[config.mk]
export PLATFORM = sky130hd
export DESIGN_NAME = instr_fetch
export DESIGN_NICKNAME = d
export VERILOG_FILES = /design/src/rtl/instr_fetch.sv
export SDC_FILE = /design/constraint.sdc
export NUM_CORES = 1
export LEC_CHECK = 0
export CELL_PAD_IN_SITES_DETAIL_PLACEMENT = 1
export CELL_PAD_IN_SITES_GLOBAL_PLACEMENT = 1
export CORE_MARGIN = 5
export CORE_UTILIZATION = 37
export CTS_BUF_LIST = sky130_fd_sc_hd__clkbuf_16
export CTS_CLUSTER_SIZE = 30
export DETAILED_ROUTE_END_ITERATION = 16
export GPL_TIMING_DRIVEN = 0
export PLACE_DENSITY_LB_ADDON = 0.1
export SETUP_SLACK_MARGIN = 0.3
export SKIP_LAST_GASP = 1
export SYNTH_ARGS = -nofsm -noshare
export SYNTH_HDL_FRONTEND = slang
export SYNTH_SLANG_ARGS = --single-unit
[constraint.sdc]
create_clock -name clk -period 3.45 [get_ports clk]
set_clock_uncertainty 0.05 [all_clocks]
set_input_delay 0.69 -clock clk [delete_from_list [all_inputs] [get_ports clk]]
set_output_delay 0.69 -clock clk [all_outputs]
set_load 0.005 [all_outputs]
[src/rtl/instr_fetch.sv]
// instr_fetch: byte-serial instruction fetch sequencer for the S1C88 core.
// Reads opcode / opext / immediate bytes one at a time, steering the length
// decision through the external combinational decode block, and hands each
// complete instruction to execute through a valid/ready handshake.
// Optional feature: define IFETCH_PREFETCH_EN to add a one-byte prefetch
// buffer that fetches the next opcode while an instruction waits in VALID.
module instr_fetch #(
    parameter logic [23:0] RESET_PC = 24'h000000
) (
    input  logic        clk,
    input  logic        reset,
    output logic        fetch_req,
    output logic [23:0] fetch_addr,
    input  logic        fetch_ack,
    input  logic [7:0]  fetch_data,
    output logic [7:0]  dec_opcode,
    output logic [7:0]  dec_opext,
    input  logic        need_opext,
    input  logic        need_imm,
    input  logic        imm_size,
    output logic        instr_valid,
    input  logic        instr_ready,
    output logic [7:0]  instr_opcode,
    output logic [7:0]  instr_opext,
    output logic [15:0] instr_imm,
    output logic [2:0]  instr_len,
    output logic [23:0] instr_pc,
    input  logic        redirect,
    input  logic [23:0] redirect_pc
);

    typedef enum logic [2:0] {
        FETCH_OP,
        FETCH_EXT,
        FETCH_IMM_LO,
        FETCH_IMM_HI,
        VALID,
        DRAIN
    } state_t;

    state_t      state;
    state_t      state_next;
    state_t      after_op;

    logic [23:0] pc;
    logic [23:0] drain_addr;
    logic [23:0] op_addr;
    logic [7:0]  opcode_q;
    logic [7:0]  opext_q;
    logic [15:0] imm_q;
    logic [2:0]  len_q;
    logic [23:0] instr_pc_q;

    logic        take_op;
    logic        take_ext;
    logic        take_lo;
    logic        take_hi;
    logic        pc_inc;
    logic        drain_start;

`ifdef IFETCH_PREFETCH_EN
    logic        buf_valid;
    logic [7:0]  buf_data;
    logic [23:0] buf_pc;
    logic        buf_fill;
    logic        buf_take;
`endif

    // Where to go once the opcode byte is known; decode answers in the same cycle.
    assign after_op = need_opext ? FETCH_EXT : (need_imm ? FETCH_IMM_LO : VALID);

`ifdef IFETCH_PREFETCH_EN
    assign dec_opcode = (state == FETCH_OP) ? fetch_data :
                        (state == VALID)    ? (buf_valid ? buf_data : fetch_data) :
                                              opcode_q;
`else
    assign dec_opcode = (state == FETCH_OP) ? fetch_data : opcode_q;
`endif
    assign dec_opext  = (state == FETCH_EXT) ? fetch_data : opext_q;

    // While draining, the bus still sees the abandoned address; pc already holds the target.
    assign fetch_addr   = (state == DRAIN) ? drain_addr : pc;
    assign instr_valid  = (state == VALID);
    assign instr_opcode = opcode_q;
    assign instr_opext  = opext_q;
    assign instr_imm    = imm_q;
    assign instr_len    = len_q;
    assign instr_pc     = instr_pc_q;

    // State register.
    always_ff @(posedge clk) begin
        if (reset) state <= FETCH_OP;
        else       state <= state_next;
    end

    // Next-state, bus request and byte-capture strobes; redirect overrides everything last.
    always_comb begin
        state_next  = state;
        fetch_req   = 1'b0;
        take_op     = 1'b0;
        take_ext    = 1'b0;
        take_lo     = 1'b0;
        take_hi     = 1'b0;
        pc_inc      = 1'b0;
        drain_start = 1'b0;
        op_addr     = pc;
`ifdef IFETCH_PREFETCH_EN
        buf_fill    = 1'b0;
        buf_take    = 1'b0;
`endif
        case (state)
            FETCH_OP: begin
                fetch_req = 1'b1;
                if (fetch_ack) begin
                    take_op    = 1'b1;
                    pc_inc     = 1'b1;
                    state_next = after_op;
                end
            end
            FETCH_EXT: begin
                fetch_req = 1'b1;
                if (fetch_ack) begin
                    take_ext   = 1'b1;
                    pc_inc     = 1'b1;
                    state_next = need_imm ? FETCH_IMM_LO : VALID;
                end
            end
            FETCH_IMM_LO: begin
                fetch_req = 1'b1;
                if (fetch_ack) begin
                    take_lo    = 1'b1;
                    pc_inc     = 1'b1;
                    state_next = imm_size ? FETCH_IMM_HI : VALID;
                end
            end
            FETCH_IMM_HI: begin
                fetch_req = 1'b1;
                if (fetch_ack) begin
                    take_hi    = 1'b1;
                    pc_inc     = 1'b1;
                    state_next = VALID;
                end
            end
            VALID: begin
`ifdef IFETCH_PREFETCH_EN
                if (!buf_valid) begin
                    fetch_req = 1'b1;
                    if (fetch_ack) begin
                        pc_inc = 1'b1;
                        if (instr_ready) begin
                            take_op    = 1'b1;
                            state_next = after_op;
                        end else begin
                            buf_fill = 1'b1;
                        end
                    end else if (instr_ready) begin
                        state_next = FETCH_OP;
                    end
                end else if (instr_ready) begin
                    take_op    = 1'b1;
                    buf_take   = 1'b1;
                    op_addr    = buf_pc;
                    state_next = after_op;
                end
`else
                if (instr_ready) state_next = FETCH_OP;
`endif
            end
            DRAIN: begin
                fetch_req = 1'b1;
                if (fetch_ack) state_next = FETCH_OP;
            end
            default: state_next = FETCH_OP;
        endcase

        if (redirect) begin
            take_op  = 1'b0;
            take_ext = 1'b0;
            take_lo  = 1'b0;
            take_hi  = 1'b0;
            pc_inc   = 1'b0;
`ifdef IFETCH_PREFETCH_EN
            buf_fill = 1'b0;
            buf_take = 1'b0;
`endif
            if (state == DRAIN) begin
                state_next = fetch_ack ? FETCH_OP : DRAIN;
            end else if (fetch_req && !fetch_ack) begin
                state_next  = DRAIN;
                drain_start = 1'b1;
            end else begin
                state_next = FETCH_OP;
            end
        end
    end

    // Program counter, drain address and captured instruction fields.
    always_ff @(posedge clk) begin
        if (reset) begin
            pc         <= RESET_PC;
            drain_addr <= RESET_PC;
            opcode_q   <= 8'h00;
            opext_q    <= 8'h00;
            imm_q      <= 16'h0000;
            len_q      <= 3'd1;
            instr_pc_q <= RESET_PC;
        end else begin
            if (redirect)    pc <= redirect_pc;
            else if (pc_inc) pc <= pc + 24'd1;
            if (drain_start) drain_addr <= pc;
            if (take_op) begin
                opcode_q   <= dec_opcode;
                opext_q    <= 8'h00;
                imm_q      <= 16'h0000;
                len_q      <= 3'd1;
                instr_pc_q <= op_addr;
            end
            if (take_ext) begin
                opext_q <= fetch_data;
                len_q   <= len_q + 3'd1;
            end
            if (take_lo) begin
                imm_q[7:0] <= fetch_data;
                len_q      <= len_q + 3'd1;
            end
            if (take_hi) begin
                imm_q[15:8] <= fetch_data;
                len_q       <= len_q + 3'd1;
            end
        end
    end

`ifdef IFETCH_PREFETCH_EN
    // One-byte prefetch buffer holding the next opcode and its address; flushed on redirect.
    always_ff @(posedge clk) begin
        if (reset) begin
            buf_valid <= 1'b0;
            buf_data  <= 8'h00;
            buf_pc    <= RESET_PC;
        end else if (redirect) begin
            buf_valid <= 1'b0;
        end else if (buf_fill) begin
            buf_valid <= 1'b1;
            buf_data  <= fetch_data;
            buf_pc    <= pc;
        end else if (buf_take) begin
            buf_valid <= 1'b0;
        end
    end
`endif

endmodule

After elaboration in Yosys (flattened, before gate mapping):

Index checks and enable logic that the tools add are counted.

* $add $sub $neg: 2
* equal/unequal tests: 11
* muxes and demuxes: 43
* reductions and logical operators: 11

Operators by type and width (number)
* 2-to-1 mux 24 bit: 3
* 2-to-1 mux 3 bit: 17
* 2-to-1 mux 8 bit: 6
* adder 24 x 1 -> 24 bit (second input constant): 1
* one-hot mux 3 bit (6 select lines): 1
* 2-to-1 mux 16 bit: 1
* 2-to-1 mux 1 bit: 15
* != test 3 bit (second input constant): 5
* nonzero test 2 bit: 4
* equality test 3 x 2 -> 1 bit (second input constant): 2
* equality test 3 bit (second input constant): 2
* AND reduction 6 bit: 1
* OR reduction 5 bit: 1
* nonzero test 4 bit: 1
* OR reduction 4 bit: 1
* adder 3 x 1 -> 3 bit (second input constant): 1
* equality test 3 x 1 -> 1 bit (second input constant): 1
* logical NOT 3 bit: 1
* != test 3 x 1 -> 1 bit (second input constant): 1
* logical AND 1 bit: 1
* logical NOT 1 bit: 1

* register bits: 110
* input port bits: 40
* output and inout port bits: 101
* word-level logic and storage cells: 76

Logic depth before layout (Yosys ltp):

* word-level depth: 7
* mapped depth: 7
* depth with buffers taken out: 5

Least setup slack after synthesis:

Ideal clock, no wire load.

* path type: reg-to-output
* start: register state[2]
* end: output port fetch_addr[10]
* arrival: 1606 ps
* data required time: 2710 ps
* slack: 1104 ps
* cell stages (with the launch flop): 6
* buffers on the path: 3
* path through: dfxtp_1 clkbuf_1 clkbuf_1 nand3_1 clkbuf_1 mux2_2

* cells in the longest elaborated chain, start to end: 2

Ends and longest elaborated chain
* start: declaration: line 41 `state_t state;`
* start signal: assignment: line 93 `else state <= state_next;`
* equality test 3 bit: line 82 `assign fetch_addr = (state == DRAIN) ? drain_addr : pc;`
* 2-to-1 mux 24 bit: line 82
* end: declaration: line 13 `output logic [23:0] fetch_addr,`

No other way between the ends.

Worst setup path after layout:

* start: register state[2]
* end: output port dec_opcode[1]

* cells in the longest elaborated chain, start to end: 2

Ends and longest elaborated chain
* logical NOT 3 bit: line 77 `assign dec_opcode = (state == FETCH_OP) ? fetch_data : opcode_q;`
* 2-to-1 mux 8 bit: line 77
* end: declaration: line 16 `output logic [7:0] dec_opcode,`

No other way between the ends.

==> impl_metrics.env <==
export IMPL_status="completed"
export IMPL_io_pins=141
export IMPL_fin_ws_ps=388
export IMPL_powerDensity_nw_per_um2=423
export IMPL_grt_start_max_net_pins=20
export IMPL_sw_frac_of_total_pct=27.3
export IMPL_postPlaceCellArea_sq_um=6580
export IMPL_nets=797
export IMPL_grt_use_total_pct=21.3
export IMPL_reg2regPathDepth=7
export IMPL_clk_path_buf_depth=2
export IMPL_die_area_sq_um=15900
export IMPL_dr_first_iter_drc_count=231
export IMPL_crit_chain="clkbuf_2 -> nor3_1 -> buf_2 -> mux2_2 -> clkdlybuf4s50_1"
export IMPL_grt_pass1_wl_um=27200
export IMPL_rrSetupSlack_ps=1130
export IMPL_p_total_mw=2.93
export IMPL_antenna_cells=0
export IMPL_stdcell_area_sq_um=6910
export IMPL_required_ps=2710
export IMPL_post_dp_hpwl_um=13400
export IMPL_hold_path_cell_count=2
export IMPL_synthTopCellsByCount="nand2_1 (133), dfxtp_1 (110), a21oi_1 (72), nor2_1 (48), clkbuf_1 (45)"
export IMPL_clock_sinks=110
export IMPL_seq_area_frac_synth_pct=44.3
export IMPL_viasPerCell=5.31
export IMPL_path_delay_family="buffers and inverters"
export IMPL_areaGrowthSynthToFinish_pct=38.9
export IMPL_p_leak_nw=2.32
export IMPL_hold_viol_final=0
export IMPL_maxCapViolCount=0
export IMPL_via_count=4968
export IMPL_gr_total_overflow=0
export IMPL_period_minus_slack_ps=3060
export IMPL_drt_pass1_iterations=4
export IMPL_ant_nets=0
export IMPL_rows=42
export IMPL_min_from="instr_pc[11]"
export IMPL_finalSetupViolCount=0
export IMPL_power_share_clock_pct=37.1
export IMPL_cts_setup_buffers=0
export IMPL_antenna_found_initial=0
export IMPL_die_w_um=126
export IMPL_fin_crit_sh_pct=88.8
export IMPL_avgSynthCellArea_sq_um=8.21
export IMPL_netlist_top_cells_area="dfxtp_1 (44%), nand2_1 (10%), mux2_2 (9.1%)"
export IMPL_netlist_area_sq_um=4970
export IMPL_cp_max_fo=10
export IMPL_peakVddDrop_mv=0.244
export IMPL_r2r_start="op_addr[10]"
export IMPL_synth_top_cell_area_share_pct=44.3
export IMPL_htreeDepth=3
export IMPL_hp_class="register to register"
export IMPL_synth_edf_count=0
export IMPL_fin_util_pct=52.4
export IMPL_place_congestion=0.847
export IMPL_synthCells=606
export IMPL_crit_type="register to primary output"
export IMPL_grt_pass1_vias=5143
export IMPL_drive_above_1_share_pct=9.74
export IMPL_cts_tree="done"
export IMPL_ys_warn_count=0
export IMPL_clockRootBuffer="clkbuf_16"
export IMPL_setup_worst_path_start_class="register"
export IMPL_critical_path_arrival_ps=2320
export IMPL_cts_buffers=9
export IMPL_drc_errors=0
export IMPL_min_to="instr_pc[11]"
export IMPL_clkTransAtPathRegs_ps=80
export IMPL_clkLatencyLatePin_ps=360
export IMPL_start_util_pct=37.7
export IMPL_intPower_mw=2.13
export IMPL_routedWlPerCell_um=18.4
export IMPL_pwr_share_seq_pct=46.5
export IMPL_die_h_um=126
export IMPL_yosys_area_top_type="dfxtp_1"
export IMPL_dp_slack_ps=103
export IMPL_path_buf_inv=3
export IMPL_max_stage_delay_ps=480
export IMPL_rsz0062_at_grt="false"
export IMPL_rr_endpoint="op_addr[17]"
export IMPL_slew_viol_final=0
export IMPL_coreArea_sq_um=13200
export IMPL_synth_cell_types=45
export IMPL_max_freq_ghz=0.327
export IMPL_fillers=1589
export IMPL_async_flop_share_pct=0
export IMPL_synth_fp_nets=648
export IMPL_comb_power_share_pct=16.4
export IMPL_yosysMostFrequentCell="nand2_1"
export IMPL_cp_end_kind="primary output"
export IMPL_fin_setup_tns_ps=0
export IMPL_ys_ff_latch=110
export IMPL_maxSlewHeadroom_pct=50.2
export IMPL_cpMaxStageDelayCell="clkdlybuf4s50_1"
export IMPL_io_buffers=138
export IMPL_synth_flop_cell="dfxtp_1"
export IMPL_drt_total_wl_um=17200
export IMPL_worst_slew_pin_slew_ps=742
export IMPL_p_sw_uw=798
-- sequential cells by signal, indices dropped and copies added, names as in the netlist --
register / flops
op_addr: 24
instr_opcode: 8
instr_len: 3
state: 3
instr_opext: 8
instr_pc: 24
instr_imm: 16
drain_addr: 24
-- timing repair --
item | in CTS | in global routing
gates resized for setup | 10 | 6
endpoints found under the setup margin | 33 | 21
hold buffers | 0 | 0
-- cells in the final DEF (no fill, tap or decap), types with 2 or more instances in the layout --
master | Yosys | layout
clkdlybuf4s50_1 | 0 | 138
nand2_1 | 133 | 133
dfxtp_1 | 110 | 110
a21oi_1 | 72 | 72
nor2_1 | 48 | 48
mux2_2 | 40 | 40
clkbuf_1 | 45 | 37
a22oi_1 | 16 | 16
nand3_1 | 14 | 13
a211oi_1 | 12 | 12
a311oi_1 | 11 | 11
nand4_1 | 9 | 9
clkbuf_16 | 0 | 9
inv_1 | 8 | 8
xnor2_1 | 8 | 8
o21ai_0 | 7 | 7
o31ai_1 | 7 | 7
or4_1 | 7 | 7
nor3_1 | 6 | 6
buf_2 | 3 | 5
nand2b_1 | 5 | 5
xor2_1 | 5 | 5
clkbuf_2 | 0 | 4
and2_1 | 4 | 4
buf_1 | 3 | 3
nor4_1 | 3 | 3
clkbuf_4 | 0 | 2
nor3b_1 | 2 | 2
nor2b_1 | 2 | 2
or3b_2 | 2 | 2
nand3b_1 | 2 | 2
or3_1 | 2 | 2
and4_1 | 2 | 2
a31o_2 | 2 | 2
ha_1 | 2 | 2
clkinv_4 | 0 | 2
clkinvlp_4 | 0 | 2
-- tightest hold or removal path, cell delays in order (launching register included) --
cell,delay [ps]
dfxtp_1,310
nand2_1,50
a21oi_1,50
-- power by group through the flow --
stage                     clock [mW]  combinational (mW)  sequential [mW]
after floorplan                    0               0.234             1.38
after global placement             0               0.462             1.39
after detailed placement           0               0.477             1.39
after CTS                       1.10               0.484             1.36
after global routing            1.15               0.522             1.37
final                           1.09               0.480             1.36
-- kinds of logic after synthesis --
logic type	after synthesis	share of synthesized area, %
multiplexers	41	9.26
buffers and inverters	60	4.75
flip-flops	110	44.3
AND/OR/NAND/NOR	247	22.5
AO/OA/AOI/OAI	133	16.5
XOR/XNOR	13	2.29
adder cells (fa/ha/maj)	2	0.503
-- layout make-up --
type | instances | area, sq um | area share [%]
Multi-Input combinational cell | 436 | 2550 | 36.9
Buffer | 52 | 221 | 3.20
Sequential cell | 110 | 2200 | 31.9
Inverter | 8 | 30.0 | 0.435
Tap cell | 176 | 220 | 3.19
Clock buffer | 9 | 225 | 3.26
Clock inverter | 7 | 82.6 | 1.20
Timing Repair Buffer | 138 | 1380 | 20.0
-- stage by stage --
step,instances,hold WS (ps)
floorplan,606,384
global placement,920,391
detailed placement,920,398
CTS,936,409
global route,936,430
finish,936,405
-- how the worst max path moves through the flow --
stage               cells after the start        endpoint  slack (ps)      from
finish                                  5   dec_opcode[1]         390  state[2]
global placement                        6  fetch_addr[20]         170  state[2]
global route                            5   dec_opcode[1]         300  state[2]
CTS                                     6   fetch_addr[8]         310  state[2]
detailed placement                      6  fetch_addr[20]         100  state[2]
floorplan                               5  fetch_addr[10]        1100  state[2]
-- metal layers --
metal / part of all wire (%) / track usage (%) / vias up / wire length [um]
met5: 0 / 0 / - / 0
met4: 1.7 / 6.62 / 0 / 286
met3: 4.3 / 3.94 / 19 / 733
met2: 49 / 36.7 / 109 / 8490
met1: 45 / 27.0 / 2426 / 7690
li1: - / - / 2414 / -
Power figures use the tool's default switching activity.
